File: src/rtl/ser_deser_arbiter_pkg.sv
// Shared types and default sizing for the serial-to-parallel arbiter.
package ser_deser_arb_pkg;

  localparam int DEF_N_REQ   = 4;
  localparam int DEF_WIDTH   = 8;
  localparam int DEF_TIMEOUT = 16;

  typedef enum logic [1:0] {
    IDLE  = 2'd0,
    SHIFT = 2'd1,
    DONE  = 2'd2
  } arb_state_t;

endpackage

File: src/rtl/ser_deser_arbiter_rr_picker.sv
// Round-robin picker: first set request at or after rr_ptr, wrapping.
// Purely combinational; rr_ptr is expected to stay below N_REQ.
module rr_picker
  import ser_deser_arb_pkg::*;
#(
  parameter int N_REQ = DEF_N_REQ,
  parameter int IW    = $clog2(N_REQ)
) (
  input  logic [N_REQ-1:0] req,
  input  logic [IW-1:0]    rr_ptr,
  output logic [N_REQ-1:0] pick,
  output logic [IW-1:0]    pick_idx
);

  logic [IW:0]   sum;
  logic [IW-1:0] cand;
  logic          found;

  // Scan lanes starting at the pointer; the first pending one wins.
  always_comb begin
    sum      = '0;
    cand     = '0;
    found    = 1'b0;
    pick_idx = '0;
    for (int k = 0; k < N_REQ; k++) begin
      sum = {1'b0, rr_ptr} + (IW+1)'(k);
      if (sum >= (IW+1)'(N_REQ)) sum = sum - (IW+1)'(N_REQ);
      cand = sum[IW-1:0];
      if (!found && req[cand]) begin
        found    = 1'b1;
        pick_idx = cand;
      end
    end
    pick = found ? (N_REQ'(1) << pick_idx) : '0;
  end

endmodule

File: src/rtl/ser_deser_arbiter.sv
// Arbitrates N_REQ serial lanes, deserializes WIDTH bits MSB-first from the
// granted lane and presents the word with a one-cycle parallel_valid pulse.
// Optional idle-bit watchdog: define SER_DESER_ARB_TIMEOUT_EN.
//
// state | meaning
// IDLE  | no owner; arbitrate pending requests, grant takes effect next cycle
// SHIFT | lane owns the bus; accept bits until WIDTH collected or req drops
// DONE  | word presented; rr_ptr already advanced, so arbitration for the
//       | next word happens here to keep the k+2 grant latency
module ser_deser_arbiter
  import ser_deser_arb_pkg::*;
#(
  parameter int N_REQ   = DEF_N_REQ,
  parameter int WIDTH   = DEF_WIDTH,
  parameter int TIMEOUT = DEF_TIMEOUT
) (
  input  logic                     clk,
  input  logic                     rst,
  input  logic [N_REQ-1:0]         req,
  input  logic [N_REQ-1:0]         serial_valid,
  input  logic [N_REQ-1:0]         serial_data,
  output logic [N_REQ-1:0]         gnt,
  output logic                     parallel_valid,
  output logic [WIDTH-1:0]         parallel_data,
  output logic [$clog2(N_REQ)-1:0] parallel_src,
  output logic                     timeout_err
);

  localparam int IW = $clog2(N_REQ);
  localparam int CW = $clog2(WIDTH);

  arb_state_t       state, state_n;
  logic [N_REQ-1:0] gnt_n;
  logic [IW-1:0]    rr_ptr, ptr_n;
  logic [IW-1:0]    own_idx, own_n;
  logic [CW-1:0]    cnt, cnt_n;
  logic [WIDTH-1:0] shreg, shreg_n, shifted;
  logic             pv_n;
  logic [WIDTH-1:0] pd_n;
  logic [IW-1:0]    ps_n;
  logic [N_REQ-1:0] pick;
  logic [IW-1:0]    pick_idx;
  logic             accept, bit_in, last_bit, wd_fire;

  function automatic logic [IW-1:0] wrap_inc(input logic [IW-1:0] i);
    return (i == IW'(N_REQ-1)) ? '0 : i + IW'(1);
  endfunction

  rr_picker #(.N_REQ(N_REQ), .IW(IW)) u_picker (
    .req      (req),
    .rr_ptr   (rr_ptr),
    .pick     (pick),
    .pick_idx (pick_idx)
  );

  // gnt is one-hot, so masking selects exactly the owner's strobe and bit.
  assign accept   = |(gnt & serial_valid);
  assign bit_in   = |(gnt & serial_data);
  assign shifted  = {shreg[WIDTH-2:0], bit_in};
  assign last_bit = accept && (cnt == CW'(WIDTH-1));

`ifdef SER_DESER_ARB_TIMEOUT_EN
  localparam int TW = $clog2(TIMEOUT+1);
  logic [TW-1:0] wd_cnt;

  assign wd_fire = (state == SHIFT) && !accept && (wd_cnt == TW'(TIMEOUT-1));

  // Watchdog counts owned cycles without a bit and pulses on expiry.
  always_ff @(posedge clk) begin
    if (rst) begin
      wd_cnt      <= '0;
      timeout_err <= 1'b0;
    end else begin
      timeout_err <= wd_fire && !last_bit;
      if (state != SHIFT || accept || wd_fire) wd_cnt <= '0;
      else                                     wd_cnt <= wd_cnt + TW'(1);
    end
  end
`else
  assign wd_fire     = 1'b0;
  assign timeout_err = 1'b0;
`endif

  // Next-state, grant and datapath decisions.
  always_comb begin
    state_n = state;
    gnt_n   = gnt;
    ptr_n   = rr_ptr;
    own_n   = own_idx;
    cnt_n   = cnt;
    shreg_n = shreg;
    pv_n    = 1'b0;
    pd_n    = parallel_data;
    ps_n    = parallel_src;
    case (state)
      IDLE, DONE: begin
        state_n = IDLE;
        gnt_n   = '0;
        cnt_n   = '0;
        if (|req) begin
          state_n = SHIFT;
          gnt_n   = pick;
          own_n   = pick_idx;
          shreg_n = '0;
        end
      end
      SHIFT: begin
        if (accept) begin
          shreg_n = shifted;
          cnt_n   = cnt + CW'(1);
        end
        // The final bit takes priority over a simultaneous req drop or expiry.
        if (last_bit) begin
          state_n = DONE;
          gnt_n   = '0;
          cnt_n   = '0;
          pv_n    = 1'b1;
          pd_n    = shifted;
          ps_n    = own_idx;
          ptr_n   = wrap_inc(own_idx);
        end else if (!req[own_idx] || wd_fire) begin
          state_n = IDLE;
          gnt_n   = '0;
          cnt_n   = '0;
          ptr_n   = wrap_inc(own_idx);
        end
      end
      default: begin
        state_n = IDLE;
        gnt_n   = '0;
        cnt_n   = '0;
      end
    endcase
  end

  // State, grant and output registers.
  always_ff @(posedge clk) begin
    if (rst) begin
      state          <= IDLE;
      gnt            <= '0;
      rr_ptr         <= '0;
      own_idx        <= '0;
      cnt            <= '0;
      shreg          <= '0;
      parallel_valid <= 1'b0;
      parallel_data  <= '0;
      parallel_src   <= '0;
    end else begin
      state          <= state_n;
      gnt            <= gnt_n;
      rr_ptr         <= ptr_n;
      own_idx        <= own_n;
      cnt            <= cnt_n;
      shreg          <= shreg_n;
      parallel_valid <= pv_n;
      parallel_data  <= pd_n;
      parallel_src   <= ps_n;
    end
  end

endmodule
File: config.mk
export PLATFORM = sky130hd
export DESIGN_NAME = ser_deser_arbiter
export DESIGN_NICKNAME = d
export VERILOG_FILES = /design/src/rtl/ser_deser_arbiter_pkg.sv /design/src/rtl/ser_deser_arbiter_rr_picker.sv /design/src/rtl/ser_deser_arbiter.sv
export SDC_FILE = /design/constraint.sdc
export NUM_CORES = 1
export LEC_CHECK = 0
export ABC_AREA = 1
export BUFFER_PORTS_ARGS = -buffer_cell sky130_fd_sc_hd__buf_2
export CAP_MARGIN = 20
export CORE_ASPECT_RATIO = 0.7
export CORE_MARGIN = 2
export CORE_UTILIZATION = 30
export DETAILED_ROUTE_END_ITERATION = 10
export PLACE_DENSITY = 0.51
export SYNTH_ARGS = -nofsm -noshare
export SYNTH_HDL_FRONTEND = slang
export SYNTH_SLANG_ARGS = --single-unit
File: constraint.sdc
create_clock -name clk -period 3.1 [get_ports clk]
set_clock_uncertainty 0.15 [all_clocks]
set_input_delay 0.31 -clock clk [delete_from_list [all_inputs] [get_ports clk]]
set_output_delay 0.31 -clock clk [all_outputs]
set_load 0.01 [all_outputs]
==> Yosys cells after proc, flatten, opt, wreduce, memory -nomap -nowiden <==
Index checks and enable logic that the tools add are counted.
{ "word_totals": {"inputBits": 14, "regBits": 31, "output_inout_bits": 16} }
{ "op_classes": {"n_bitwise": 4, "shifts": 1, "add_sub_neg": 9, "mux": 38, "n_eq_ne": 8, "magnitude_cmp": 9, "n_reduce_logical": 19} }
{ "ops": {"columns": ["cell", "count"], "rows": [
  ["two-way mux 2 bit", 13],
  ["two-way mux 4 bit", 4],
  ["OR reduction 4 bit", 4],
  ["< comparator 2 x 3 -> 1 bit, second input constant", 5],
  ["two-way mux 7 bit", 2],
  ["case mux 7 bit (2 select lines)", 1],
  ["two-way mux 1 bit", 11],
  ["binary-select mux 1 bit (select 2 bit)", 5],
  [">= comparator 3 bit, second input constant", 3],
  ["bitwise AND 4 bit", 2],
  ["case mux 4 bit (2 select lines)", 1],
  ["subtractor 2 x 1 -> 2 bit, second input constant", 4],
  ["adder 2 x 2 -> 3 bit, second input constant", 2],
  ["inequality test 2 bit, second input constant", 3],
  ["AND reduction 2 bit", 3],
  ["== test 2 bit, second input constant", 2],
  ["logical AND 1 bit", 4],
  ["case mux 2 bit (2 select lines)", 1],
  ["OR reduction 2 bit", 2],
  ["left shift 1 x 2 -> 4 bit, first input constant", 1],
  ["adder 2 x 1 -> 3 bit, second input constant", 1],
  ["adder 3 x 1 -> 3 bit, second input constant", 1],
  ["== test 3 bit, second input constant", 1],
  [">= comparator 2 x 3 -> 1 bit, second input constant", 1],
  ["other kinds (8)", 11]
]} }

==> Depth between registers and ports, before layout <==
Gate-level depths: netlist of the first run.
{ "logic_depth": {"depth_word": 18, "depth_mapped": 11} }

==> Modules after synthesis <==
From an unflattened synthesis of the first run, not the netlist that was laid out.
{ "hier_totals": {"cells_unflattened": 271, "hier_area_um2": 1795.5} }
{ "by_module_without_submodules": {"columns": ["mod", "instances", "area_each_um2", "cells_per_inst"], "rows": [
  ["ser_deser_arbiter", 1, 1485.2, 196],
  ["rr_picker", 1, 310.3, 75]
]} }

==> Least setup slack after synthesis of the first run <==
No wires, ideal clock.
{ "synth_path": {"path_kind": "input port to flip-flop", "startpoint": "input port req[0]", "endpoint": "register shreg[1]", "arrival_time_ns": 1.175, "n_path_buf": 0, "path_stages": 8, "path_slack_ns": 1.660, "required_ns": 2.835, "cell_sequence": "inv_1 -> nand3_2 -> o21ai_4 -> inv_2 -> a21oi_4 -> inv_2 -> o21ai_1 -> nor2_1"} }
{ "synth_between": {"elab_chain_cells": 3} }
{ "synth_lines": {"columns": ["element", "line", "text"], "rows": [
  ["from (decl)", "ser_deser_arbiter.sv:19", "input logic [N_REQ-1:0] req,"],
  ["OR reduction 4 bit", "ser_deser_arbiter.sv:100", "if (|req) begin"],
  ["inequality test 2 bit (no source line)", null, null],
  ["AND reduction 3 bit (no source line)", null, null],
  ["to (signal assigned)", "ser_deser_arbiter.sv:154", "shreg <= shreg_n;"],
  ["to (decl)", "ser_deser_arbiter.sv:37", "logic [WIDTH-1:0] shreg, shreg_n, shifted;"]
]} }
No other way between the ends.
A chain may end at the register's enable or synchronous reset.

==> Worst setup path in the final report of the first run <==
{ "layout_path": {"startpoint": "register gnt[0]", "endpoint": "register parallel_data[6]"} }
{ "layout_between": {"elab_chain_cells": 4} }
{ "layout_lines": {"columns": ["element", "line", "text"], "rows": [
  ["from (decl)", "ser_deser_arbiter.sv:22", "output logic [N_REQ-1:0] gnt,"],
  ["from (signal assigned)", "ser_deser_arbiter.sv:150", "gnt <= gnt_n;"],
  ["bitwise AND 4 bit", "ser_deser_arbiter.sv:57", "assign accept = |(gnt & serial_valid);"],
  ["OR reduction 4 bit", "ser_deser_arbiter.sv:57", null],
  ["logical AND 1 bit", "ser_deser_arbiter.sv:60", "assign last_bit = accept && (cnt == CW'(WIDTH-1));"],
  ["AND reduction 2 bit (no source line)", null, null],
  ["to (signal assigned)", "ser_deser_arbiter.sv:156", "parallel_data <= pd_n;"],
  ["to (decl)", "ser_deser_arbiter.sv:24", "output logic [WIDTH-1:0] parallel_data,"]
]} }
No other way between the ends.

==> impl_results.md, run 1 <==
- Lkg Pwr: 0.891 nW
- CP Data Required Time: 3.13 ns
- Hold_buf cts: 0
- Setup TNS: 0 ns
- Slew margin rel.: 65.0%
- Fillers: 537
- Status: finished clean
- Cell with the most instances after synthesis: nand2_1
- Synth-to-Final Area Change: 19.8%
- Final worst slack: 1.27 ns
- Initial Utilization: 31.9%
- TritonCTS clock tree: built
- Pre-CTS setup slack: 1.24 ns
- Max-cap violation count: 0
- Final instance count without filler cells: 319
- Synth cell types: 27
- Die area: 5830 sq um
- Area occupied by multi-input gates: 828 sq um
- Worst skew pair latency: 0.29 ns
- Clk sinks: 31
- Classification of the worst setup path: flip-flop to flip-flop
- Initial antenna violation count: 0
- Placer congestion estimate: 0.802
- Yosys reg bits: 31
- Crit start category: flip-flop
- Critical path endpoint category: flip-flop
- Biggest area consumer among synthesized cells: dfxtp_1
- Post-synth EDFFs: 0
- Final Max Slew Viols: 0
- Vias: 1,418
- Hold crit path type: input port to flip-flop
- Final Hold Viols: 0
- First-pass GRT wire length: 6110 um
- CTS root buf: clkbuf_8
- Final WL: 3490 um
- Final ANT Viol Nets: 0
- Vias per cell: 4.45
- # IOs: 30
- Async S/R FF share, synth: 0%
- Reg clk slew, reported paths: 0.07 ns
- Pwr/cell area: 734 nW/um^2
- Fin util: 38.2%
- Mapped Area: 1570 sq um
- Synth top cells by count: nand2_1 (57), dfxtp_1 (31), nor2_1 (28)
- Top-area cell type share of the netlist area: 39.6%
- Placed cell count: 311
- CTS H-tree lvls: 2
- Storage cell area: 621 sq um
- Chip width: 90.4 um
- PostCTS Resize Cnt: 0
- Synth Net Count: 236
- Overflow after GRT: 0
- Ant. Diodes: 0
- Largest net degree at the start of global routing: 15
- Synth top area cells: dfxtp_1 (40%), nand2_1 (14%), nor2_1 (6.7%), a21oi_1 (5.1%), o21ai_1 (4.8%)
- Synth Area per Inst: 7.16 sq um
- Maximum VDD drop: 0.000200 V
- Cts bufs inserted: 5
- Period utilization: 58.9%
- Wirelength per Cell: 10.9 um
- DR DRC count: 0
- Achievable frequency: 548 MHz
- Core ar.: 4910 sq um
- Synth Instances: 219
- Row Count: 21
- Final layout net count: 266
- Max Fanout on Critical Path: 12
- Iteration-0 DRC count of the detailed router: 91
- Sequential area share after synthesis: 39.6%
- Die Ht: 64.5 um
- Hpwl dp: 2590 um
- DR pass1 iterations: 4
- RSZ-0062 raised after global routing: false
- Final setup fails: 0
- Tot GR Track Use: 13.1%
- Synth warn: 0
- Post-CTS setup buffers: 0
- Max Root-Sink Buffers: 2
- WP data arrival: 1.86 ns
- Number of global-route vias before repair: 1,288
- PortBufs: 28
- Main flop type after synthesis: dfxtp_1
- Worst slew pin tran: 0.524 ns
- Fin crit period: 1.83 ns
- Layout cells sized above 1: 27.6%
==> metrics by stage <==
| step | cell area (sq um) | power (W) | hold WS, ns |
|---|---|---|---|
| final | 1880 | 0.00138 | 0.210 |
| after global routing | 1880 | 0.00148 | 0.230 |
| after CTS | 1880 | 0.00139 | 0.203 |
| after detailed placement | 1760 | 0.000970 | 0.312 |
| after global placement | 1760 | 0.000977 | 0.306 |
| after floorplan | 1570 | 0.000869 | 0.233 |
==> cell families (layout without fill, tap and decap cells) <==
family,Yosys count,after routing,share of synthesized area [%]
buffers and inverters,28,59,7.66
other,1,1,0.239
and+or+nand+nor,114,114,34.0
adders and majority gates,3,3,2.39
AOI/OAI and AO/OA,41,41,15.6
xor gates and xnor gates,1,1,0.558
DFF,31,31,39.6
==> state kept, by name, summed over array words and instances, names as in the netlist <==
signal,flops
parallel_src,2
shreg,7
own_idx,2
parallel_data,8
cnt,3
parallel_valid,1
state,2
rr_ptr,2
gnt,4
==> metal layers <==
metal,vias up,wire [um],track usage [%]
li1,763,-,-
met1,616,2060,19.8
met2,31,1210,16.9
met3,8,149,3.72
met4,0,70,5.77
met5,-,0,0
==> power by group <==
group          internal (W)  leakage (nW)  switching (W)
Sequential         0.000443         0.252      0.0000568
Clock              0.000260        0.0612       0.000156
Combinational      0.000160         0.578       0.000304
Total              0.000863         0.891       0.000516
==> layout by cell type, fill, tap and decap left out, types with 2 or more instances in the layout <==
| cell | instances |
|---|---|
| inv_1 | 12 |
| nor2_4 | 2 |
| a21oi_1 | 16 |
| buf_2 | 28 |
| o21bai_1 | 2 |
| nand2_1 | 57 |
| nand3_2 | 5 |
| inv_2 | 11 |
| clkbuf_8 | 6 |
| o21ai_0 | 3 |
| nand3_1 | 9 |
| ha_1 | 3 |
| o21ai_1 | 15 |
| nor2_1 | 28 |
| dfxtp_1 | 31 |
| nand2_2 | 10 |
==> cell type report <==
| class | count | share of cell area [%] |
|---|---|---|
| Tap cell | 69 | 4.59 |
| Sequential cell | 31 | 33.0 |
| Timing Repair Buffer | 28 | 7.46 |
| Inverter | 23 | 4.59 |
| Clock inverter | 2 | 1.86 |
| Multi-Input combinational cell | 160 | 44.1 |
| Clock buffer | 6 | 4.39 |
==> critical path: stages, from the launching register on <==
cell,delay (ns)
dfxtp_1,0.38
nand2_1,0.11
nand4_4,0.16
nand2_1,0.11
nor2_2,0.43
inv_2,0.19
nor2_1,0.14
nor2_1,0.06
==> final timing paths <==
kind	start	to	slack [ns]	cells after the start
worst max-delay path	gnt[0]	parallel_data[6]	1.27	7
worst min register to register	cnt[2]	cnt[2]	0.32	2
worst min-delay path	rst	state[1]	0.21	2
worst max register to register	gnt[0]	parallel_data[6]	1.27	7
(Power assumes the default switching activity.)
==> run 2, diff against run 1 <==
--- a/config.mk
+++ b/config.mk
@@ -12,7 +12,7 @@
 export CORE_MARGIN = 2
 export CORE_UTILIZATION = 30
 export DETAILED_ROUTE_END_ITERATION = 10
-export PLACE_DENSITY = 0.51
+export PLACE_DENSITY = 0.52
 export SYNTH_ARGS = -nofsm -noshare
 export SYNTH_HDL_FRONTEND = slang
 export SYNTH_SLANG_ARGS = --single-unit
==> constraint.sdc (replaced) <==
create_clock -name clk -period 1.48 [get_ports clk]
set_clock_uncertainty 0.15 [all_clocks]
set_input_delay 0.148 -clock clk [delete_from_list [all_inputs] [get_ports clk]]
set_output_delay 0.148 -clock clk [all_outputs]
set_load 0.01 [all_outputs]
==> run 2 against run 1 <==
Via count rose by 10%. Sequential share of layout area fell by 6.7 points. Highest routed layer unchanged. The run now ends with setup timing left. Total power grew to 2.6 times the previous value. Fmax is 21% higher. Largest cell class unchanged.
==> impl_results.md, run 2 (synthesized netlist as in run 1, its figures left out) <==
- Final layout net count: 301 (was 266)
- Max Root-Sink Buffers: 2 (unchanged)
- Largest net degree at the start of global routing: 15 (unchanged)
- Final Max Slew Viols: 0 (unchanged)
- Classification of the worst setup path: flip-flop to flip-flop (unchanged)
- Fin crit period: 1.51 ns (was 1.83 ns)
- Final WL: 4110 um (was 3490 um)
- Die area: 5830 sq um (unchanged)
- WP data arrival: 1.57 ns (was 1.86 ns)
- Pre-CTS setup slack: -0.0971 ns (was 1.24 ns)
- Final worst slack: -0.0325 ns (was 1.27 ns)
- Hold path depth: 4 (was 2)
- Status: complete, but fails checks (was finished clean)
- Max reg flops: 8 (unchanged)
- Area after DPL: 1950 sq um (was 1760 sq um)
- Chip width: 90.4 um (unchanged)
- Die Ht: 64.5 um (unchanged)
- RSZ-0062 raised after global routing: true (was false)
- Period utilization: 102% (was 58.9%)
- Ant. Diodes: 0 (unchanged)
- First-pass GRT wire length: 6910 um (was 6110 um)
- Initial Utilization: 31.9% (unchanged)
- Max Fanout on Critical Path: 4 (was 12)
- Setup slack, reg-to-reg: -0.03 ns (was 1.27 ns)
- DR DRC count: 0 (unchanged)
- # IOs: 30 (unchanged)
- Row Count: 21 (unchanged)
- WHS Endpoint: own_idx[1] (was state[1])
- Post-route cell area: 2400 sq um (was 1880 sq um)
- Worst reg-to-reg path cell count: 9 (was 7)
- Setup TNS: -0.138 ns (was 0 ns)
- Fillers: 500 (was 537)
- CP Data Required Time: 1.54 ns (was 3.13 ns)
- Storage cell area: 632 sq um (was 621 sq um)
- Overflow after GRT: 0 (unchanged)
- Final Hold Viols: 0 (unchanged)
- Maximum VDD drop: 0.000471 V (was 0.000200 V)
- Failing checks: setup timing
- DR pass1 iterations: 4 (unchanged)
- Achievable frequency: 661 MHz (was 548 MHz)
- CTS H-tree lvls: 2 (unchanged)
- Vias: 1,564 (was 1,418)
- Crit start category: flip-flop (unchanged)
- WHS: 0.0697 ns (was 0.210 ns)
- Reg clk slew, reported paths: 0.07 ns (about the same)
- Tot GR Track Use: 14.7% (was 13.1%)
- Placer congestion estimate: 0.795 (was 0.802)
- Most frequent cells in the layout: nand2_1 (42), buf_2 (28), nor2_1 (26), dfxtp_1 (26), buf_4 (26) (was nand2_1 (57), dfxtp_1 (31), nor2_1 (28), buf_2 (28), a21oi_1 (16))
- Max-cap violation count: 0 (unchanged)
- Top Registers: parallel_data: 8 flops, shreg: 7 flops, gnt: 4 flops (unchanged)
- Pwr/cell area: 1470 nW/um^2 (was 734 nW/um^2)
- RR Endpoint: gnt[2] (was parallel_data[6])
- CTS root buf: clkbuf_8 (unchanged)
- Final ANT Viol Nets: 0 (unchanged)
- Final setup fails: 6 (was 0)
- Hpwl dp: 2910 um (was 2590 um)
- RR Startpoint: rr_ptr[0] (was gnt[0])
- Most common cell after layout, fill and taps aside: nand2_1 (unchanged)
- Initial antenna violation count: 0 (unchanged)
- TritonCTS clock tree: built (unchanged)
- Number of global-route vias before repair: 1,499 (was 1,288)
- PortBufs: 28 (unchanged)
- Largest register by flop count: parallel_data (unchanged)
- Vias per cell: 4.42 (was 4.45)
- Wirelength per Cell: 11.6 um (was 10.9 um)
- Iteration-0 DRC count of the detailed router: 40 (was 91)
- Layout cells sized above 1: 47.4% (was 27.6%)
- Critical path endpoint category: flip-flop (unchanged)
- Worst skew pair latency: 0.28 ns (was 0.29 ns)
- Clk sinks: 31 (unchanged)
- Cts bufs inserted: 5 (unchanged)
- Critical hold path startpoint: rst (unchanged)
- Synth-to-Final Area Change: 52.9% (was 19.8%)
- Hold crit path type: input port to flip-flop (unchanged)
- Core ar.: 4910 sq um (unchanged)
- Lkg Pwr: 1.12 nW (was 0.891 nW)
- Area occupied by multi-input gates: 1010 sq um (was 828 sq um)
run 2: cell types whose count changed in the layout (fill, tap and decap cells not counted), sizes merged:
| cell | change |
|---|---|
| buf | +32 |
| clkbuf | +1 |
| dlygate4sd3 | +2 |
run 2: timing repair:
item / in CTS / in global routing
endpoints found under the hold margin: 1 / 0
resized for setup: 25 / 32
hold buffers: 2 / 0
setup endpoints to repair: 11 / 22
pin swaps: 15 / 16
buffers inserted: 3 / 5
gates cloned: 0 / 1
run 2: worst max-delay path, stage by stage, from the launching register on:
cell and delay, ns:
dfxtp_4 0.38, buf_6 0.13, nand2_4 0.06, nand3_4 0.09, nand2_4 0.06, nor2_4 0.14, nand3_2 0.12, nand3_4 0.09
nand2_2 0.05, o21bai_1 0.14
run 2: worst max-delay path by stage:
stage	end	start
5_1_grt	gnt[2]	rr_ptr[0]
3_5_place_dp	gnt[0]	cnt[0]
2_1_floorplan	gnt[0]	gnt[2]
6_report	gnt[2]	rr_ptr[0]
4_1_cts	gnt[2]	rr_ptr[0]
3_3_place_gp	rr_ptr[1]	cnt[0]
run 2: power by group:
part | switching [W] | internal, W
Clock | 0.000326 | 0.000545
Combinational | 0.000913 | 0.000719
Sequential | 0.0000826 | 0.000939
Total | 0.00132 | 0.00220
run 2: through the flow:
step                util (%)  std cells  total power (W)
floorplan                  -        219          0.00182
global placement        39.8        335          0.00229
detailed placement      39.8        335          0.00230
CTS                     44.8        348          0.00334
global route            48.8        354          0.00376
finish                  48.8        354          0.00352
run 2: final cells by class:
| type | count | area share [%] |
|---|---|---|
| timing repair buffer | 63 | 19.0 |
| multi-input combinational | 160 | 42.1 |
| sequential | 31 | 26.3 |
| clock inverter | 2 | 1.46 |
| inverter | 23 | 4.02 |
| tap | 69 | 3.60 |
| clock buffer | 6 | 3.44 |
run 2: routing by layer:
metal / vias up / GRT usage (%) / routed length [um] / share of wire [%]
li1: 832 / - / - / -
met3: 2 / 3.95 / 218 / 5.3
met5: - / 0 / 0 / 0
met4: 0 / 3.46 / 22 / 0.54
met1: 697 / 21.7 / 2220 / 54
met2: 33 / 21.1 / 1650 / 40
==> run 3, diff against run 2 <==
--- a/config.mk
+++ b/config.mk
@@ -5,14 +5,13 @@
 export SDC_FILE = /design/constraint.sdc
 export NUM_CORES = 1
 export LEC_CHECK = 0
-export ABC_AREA = 1
 export BUFFER_PORTS_ARGS = -buffer_cell sky130_fd_sc_hd__buf_2
 export CAP_MARGIN = 20
 export CORE_ASPECT_RATIO = 0.7
 export CORE_MARGIN = 2
 export CORE_UTILIZATION = 30
 export DETAILED_ROUTE_END_ITERATION = 10
-export PLACE_DENSITY = 0.52
+export PLACE_DENSITY = 0.53
 export SYNTH_ARGS = -nofsm -noshare
 export SYNTH_HDL_FRONTEND = slang
 export SYNTH_SLANG_ARGS = --single-unit
==> run 3 against run 2 <==
The run still ends with setup timing left. First-iteration DRC count rose to 2.6 times the previous value. Via count fell by 19%. Design area fell by 20%. Wire length fell by 14%. Sequential cell count did not move. Clock-buffer cell count did not move. Largest power group is now sequential cells. Highest routed layer unchanged.
==> impl_results.md, run 3 <==
- Failing checks: setup timing (unchanged)
- Post-Synth Simple-Gate Area: 17.5% (was 34.0%)
- Area share of fa/ha/maj cells after synthesis: 2.69% (was 2.39%)
- Yosys reg bits: 31 (unchanged)
- TritonCTS clock tree: built (unchanged)
- RSZ-0062 raised after global routing: true (unchanged)
- Die Ht: 61.1 um (was 64.5 um)
- Chip width: 85.5 um (was 90.4 um)
- Overflow after GRT: 0 (unchanged)
- Max Fanout on Critical Path: 6 (was 4)
- Cell with the most instances after synthesis: dfxtp_1 (was nand2_1)
- Final worst slack: -0.0985 ns (was -0.0325 ns)
- Pwr/cell area: 963 nW/um^2 (was 1470 nW/um^2)
- Wirelength per Cell: 14.2 um (was 11.6 um)
- DR DRC count: 0 (unchanged)
- Initial antenna violation count: 0 (unchanged)
- Crit start category: flip-flop (unchanged)
- Hpwl dp: 2610 um (was 2910 um)
- Fillers: 457 (was 500)
- Setup slack, reg-to-reg: -0.1 ns (was -0.03 ns)
- CTS H-tree lvls: 2 (unchanged)
- Biggest area consumer among synthesized cells: dfxtp_1 (unchanged)
- Max Root-Sink Buffers: 2 (unchanged)
- Final ANT Viol Nets: 0 (unchanged)
- Initial Utilization: 31.7% (was 31.9%)
- Synth Net Count: 161 (was 236)
- Top-area cell type share of the netlist area: 44.5% (was 39.6%)
- Achievable frequency: 633 MHz (was 661 MHz)
- Max-cap violation count: 0 (unchanged)
- First-pass GRT wire length: 5550 um (was 6910 um)
- Most common cell after layout, fill and taps aside: buf_2 (was nand2_1)
- PortBufs: 28 (unchanged)
- WHS: 0.138 ns (was 0.0697 ns)
- Vias: 1,272 (was 1,564)
- Die area: 5220 sq um (was 5830 sq um)
- Layout cells sized above 1: 43.2% (was 47.4%)
- DR pass1 iterations: 4 (unchanged)
- Max reg flops: 8 (unchanged)
- Post-synth EDFFs: 0 (unchanged)
- Compound-Gate Fraction of Synth Area: 18.1% (was 15.6%)
- Synth Area per Inst: 9.69 sq um (was 7.16 sq um)
- Core ar.: 4400 sq um (was 4910 sq um)
- Maximum VDD drop: 0.000511 V (was 0.000471 V)
- Sequential area share after synthesis: 44.5% (was 39.6%)
- Mapped Area: 1400 sq um (was 1570 sq um)
- Final Hold Viols: 0 (unchanged)
- Post-synthesis xor/xnor area fraction: 0.628% (was 0.558%)
- Hold crit path type: input port to flip-flop (unchanged)
- Final Max Slew Viols: 0 (unchanged)
- Post-route cell area: 1920 sq um (was 2400 sq um)
- Period utilization: 107% (was 102%)
- CP Data Required Time: 1.50 ns (was 1.54 ns)
- Area after DPL: 1720 sq um (was 1950 sq um)
- Synth top area cells: dfxtp_1 (44%), mux2i_1 (9.3%), nor2_1 (4.6%), a21oi_1 (3.6%), ha_1 (2.7%) (was dfxtp_1 (40%), nand2_1 (14%), nor2_1 (6.7%), a21oi_1 (5.1%), o21ai_1 (4.8%))
- Lkg Pwr: 0.846 nW (was 1.12 nW)
- Largest register by flop count: parallel_data (unchanged)
- CTS root buf: clkbuf_8 (unchanged)
- Number of global-route vias before repair: 1,198 (was 1,499)
- Vias per cell: 5.15 (was 4.42)
- Clk sinks: 31 (unchanged)
- Highest-delay cell along the critical path: dfxtp_4 (unchanged)
- Critical path endpoint category: flip-flop (unchanged)
- Multiplexer area fraction after synthesis: 11.7% (was 0%)
- Final setup fails: 16 (was 6)
- Reg clk slew, reported paths: 0.07 ns (about the same)
- Synth-to-Final Area Change: 37.8% (was 52.9%)
- Synth cell types: 39 (was 27)
- Largest family of logic cells by synthesized area: compound AO/OA/AOI/OAI gates (was simple AND/OR/NAND/NOR gates)
- Ant. Diodes: 0 (unchanged)
- Most frequent cells in the layout: buf_2 (28), dfxtp_1 (24), buf_4 (18) (was nand2_1 (42), buf_2 (28), nor2_1 (26), dfxtp_1 (26), buf_4 (26))
- Largest net degree at the start of global routing: 24 (was 15)
- Main flop type after synthesis: dfxtp_1 (unchanged)
- Worst skew pair latency: 0.28 ns (about the same)
- Final WL: 3520 um (was 4110 um)
- Cts bufs inserted: 5 (unchanged)
- WP data arrival: 1.59 ns (was 1.57 ns)
- Final layout net count: 209 (was 301)
- Top Registers: parallel_data: 8 flops, shreg: 7 flops, gnt: 4 flops (unchanged)
- Async S/R FF share, synth: 0% (unchanged)
- CP peak stage delay: 0.34 ns (was 0.38 ns)
- Classification of the worst setup path: flip-flop to flip-flop (unchanged)
- Iteration-0 DRC count of the detailed router: 103 (was 40)
- Synth warn: 0 (unchanged)
- Status: complete, but fails checks (unchanged)
- Row Count: 20 (was 21)
- Fin crit period: 1.58 ns (was 1.51 ns)
- # IOs: 30 (unchanged)
- Tot GR Track Use: 14.1% (was 14.7%)
- Crit path cell chain: a22o_4, o211ai_4, buf_12, mux2i_2, nor2_1 (was buf_6, nand2_4, nand3_4, nand2_4, nor2_4, nand3_2, nand3_4, nand2_2, o21bai_1)
- Placer congestion estimate: 0.931 (was 0.795)
- Synth Instances: 144 (was 219)
- Synth top cells by count: dfxtp_1 (31), nor2_1 (17), mux2i_1 (13) (was nand2_1 (57), dfxtp_1 (31), nor2_1 (28))
-- run 3: changes by cell type after synthesis, moves of 4 or more --
cell	before	now
nand2_1	57	7
mux2i_1	0	13
o21ai_1	15	2
inv_2	11	0
nor2_1	28	17
nand2_2	10	0
inv_1	12	4
a21oi_1	16	10
nand3_2	5	0
nand4_1	1	6
nand2b_1	0	4
-- run 3: cell type report --
cell class | count | area, sq um | share of cell area, %
sequential | 31 | 632 | 32.9
inverter | 4 | 15.0 | 0.781
tap | 55 | 68.8 | 3.58
clock buffer | 6 | 82.6 | 4.29
clock inverter | 1 | 5.00 | 0.260
multi-input combinational | 101 | 788 | 41.0
timing repair buffer | 49 | 332 | 17.2
-- run 3: timing repair --
item | CTS | global route
setup endpoints to repair | 19 | 24
pin swaps | 3 | 6
hold buffers | 0 | 0
buffers inserted | 1 | 1
gates cloned | 0 | 1
gates resized for setup | 7 | 11
-- run 3: final timing paths --
kind | from | to | cells after the start
max | gnt[2] | parallel_data[6] | 5
min | rst | cnt[0] | 4
max reg2reg | gnt[2] | parallel_data[6] | 5
min reg2reg | parallel_data[0] | parallel_data[0] | 1
-- run 3: routing by layer --
metal / global-route usage (%) / wire [um] / vias to the layer above
met3: 3.75 / 210 / 6
met4: 6.58 / 57 / 0
met1: 17.9 / 1680 / 607
li1: - / - / 619
met2: 22.8 / 1570 / 40
met5: 0 / 0 / -
-- run 3: cell families after synthesis --
logic type,Yosys count
other cells,1
fa+ha+maj,3
simple gates,48
flops,31
mux,15
compound gates,33
buf+inv,12
xor+xnor,1
-- run 3: power breakdown --
group / switching, W / leakage (nW) / internal [W]
Combinational: 0.000167 / 0.545 / 0.000143
Clock: 0.000298 / 0.0470 / 0.000364
Sequential: 0.0000214 / 0.254 / 0.000859
Total: 0.000486 / 0.846 / 0.00137
-- run 3: critical path, delay by kind of cell, from the launching register on --
family | cells | cell delay [ns]
AO/OA/AOI/OAI | 2 | 0.54
buffers and inverters | 1 | 0.17
flip-flops | 1 | 0.34
multiplexers | 1 | 0.21
AND/OR/NAND/NOR | 1 | 0.06
-- run 3: per-stage QoR --
stage / power (W) / worst slack [ns] / util [%] / std cells / setup TNS, ns
after floorplan: 0.00108 / -0.0483 / - / 144 / -0.410
after global placement: 0.00118 / -0.0851 / 39.1 / 237 / -0.626
after detailed placement: 0.00119 / -0.137 / 39.1 / 237 / -1.23
after CTS: 0.00185 / -0.0878 / 41.9 / 245 / -0.765
after global routing: 0.00193 / -0.166 / 43.7 / 247 / -2.21
final: 0.00185 / -0.0985 / 43.7 / 247 / -1.11
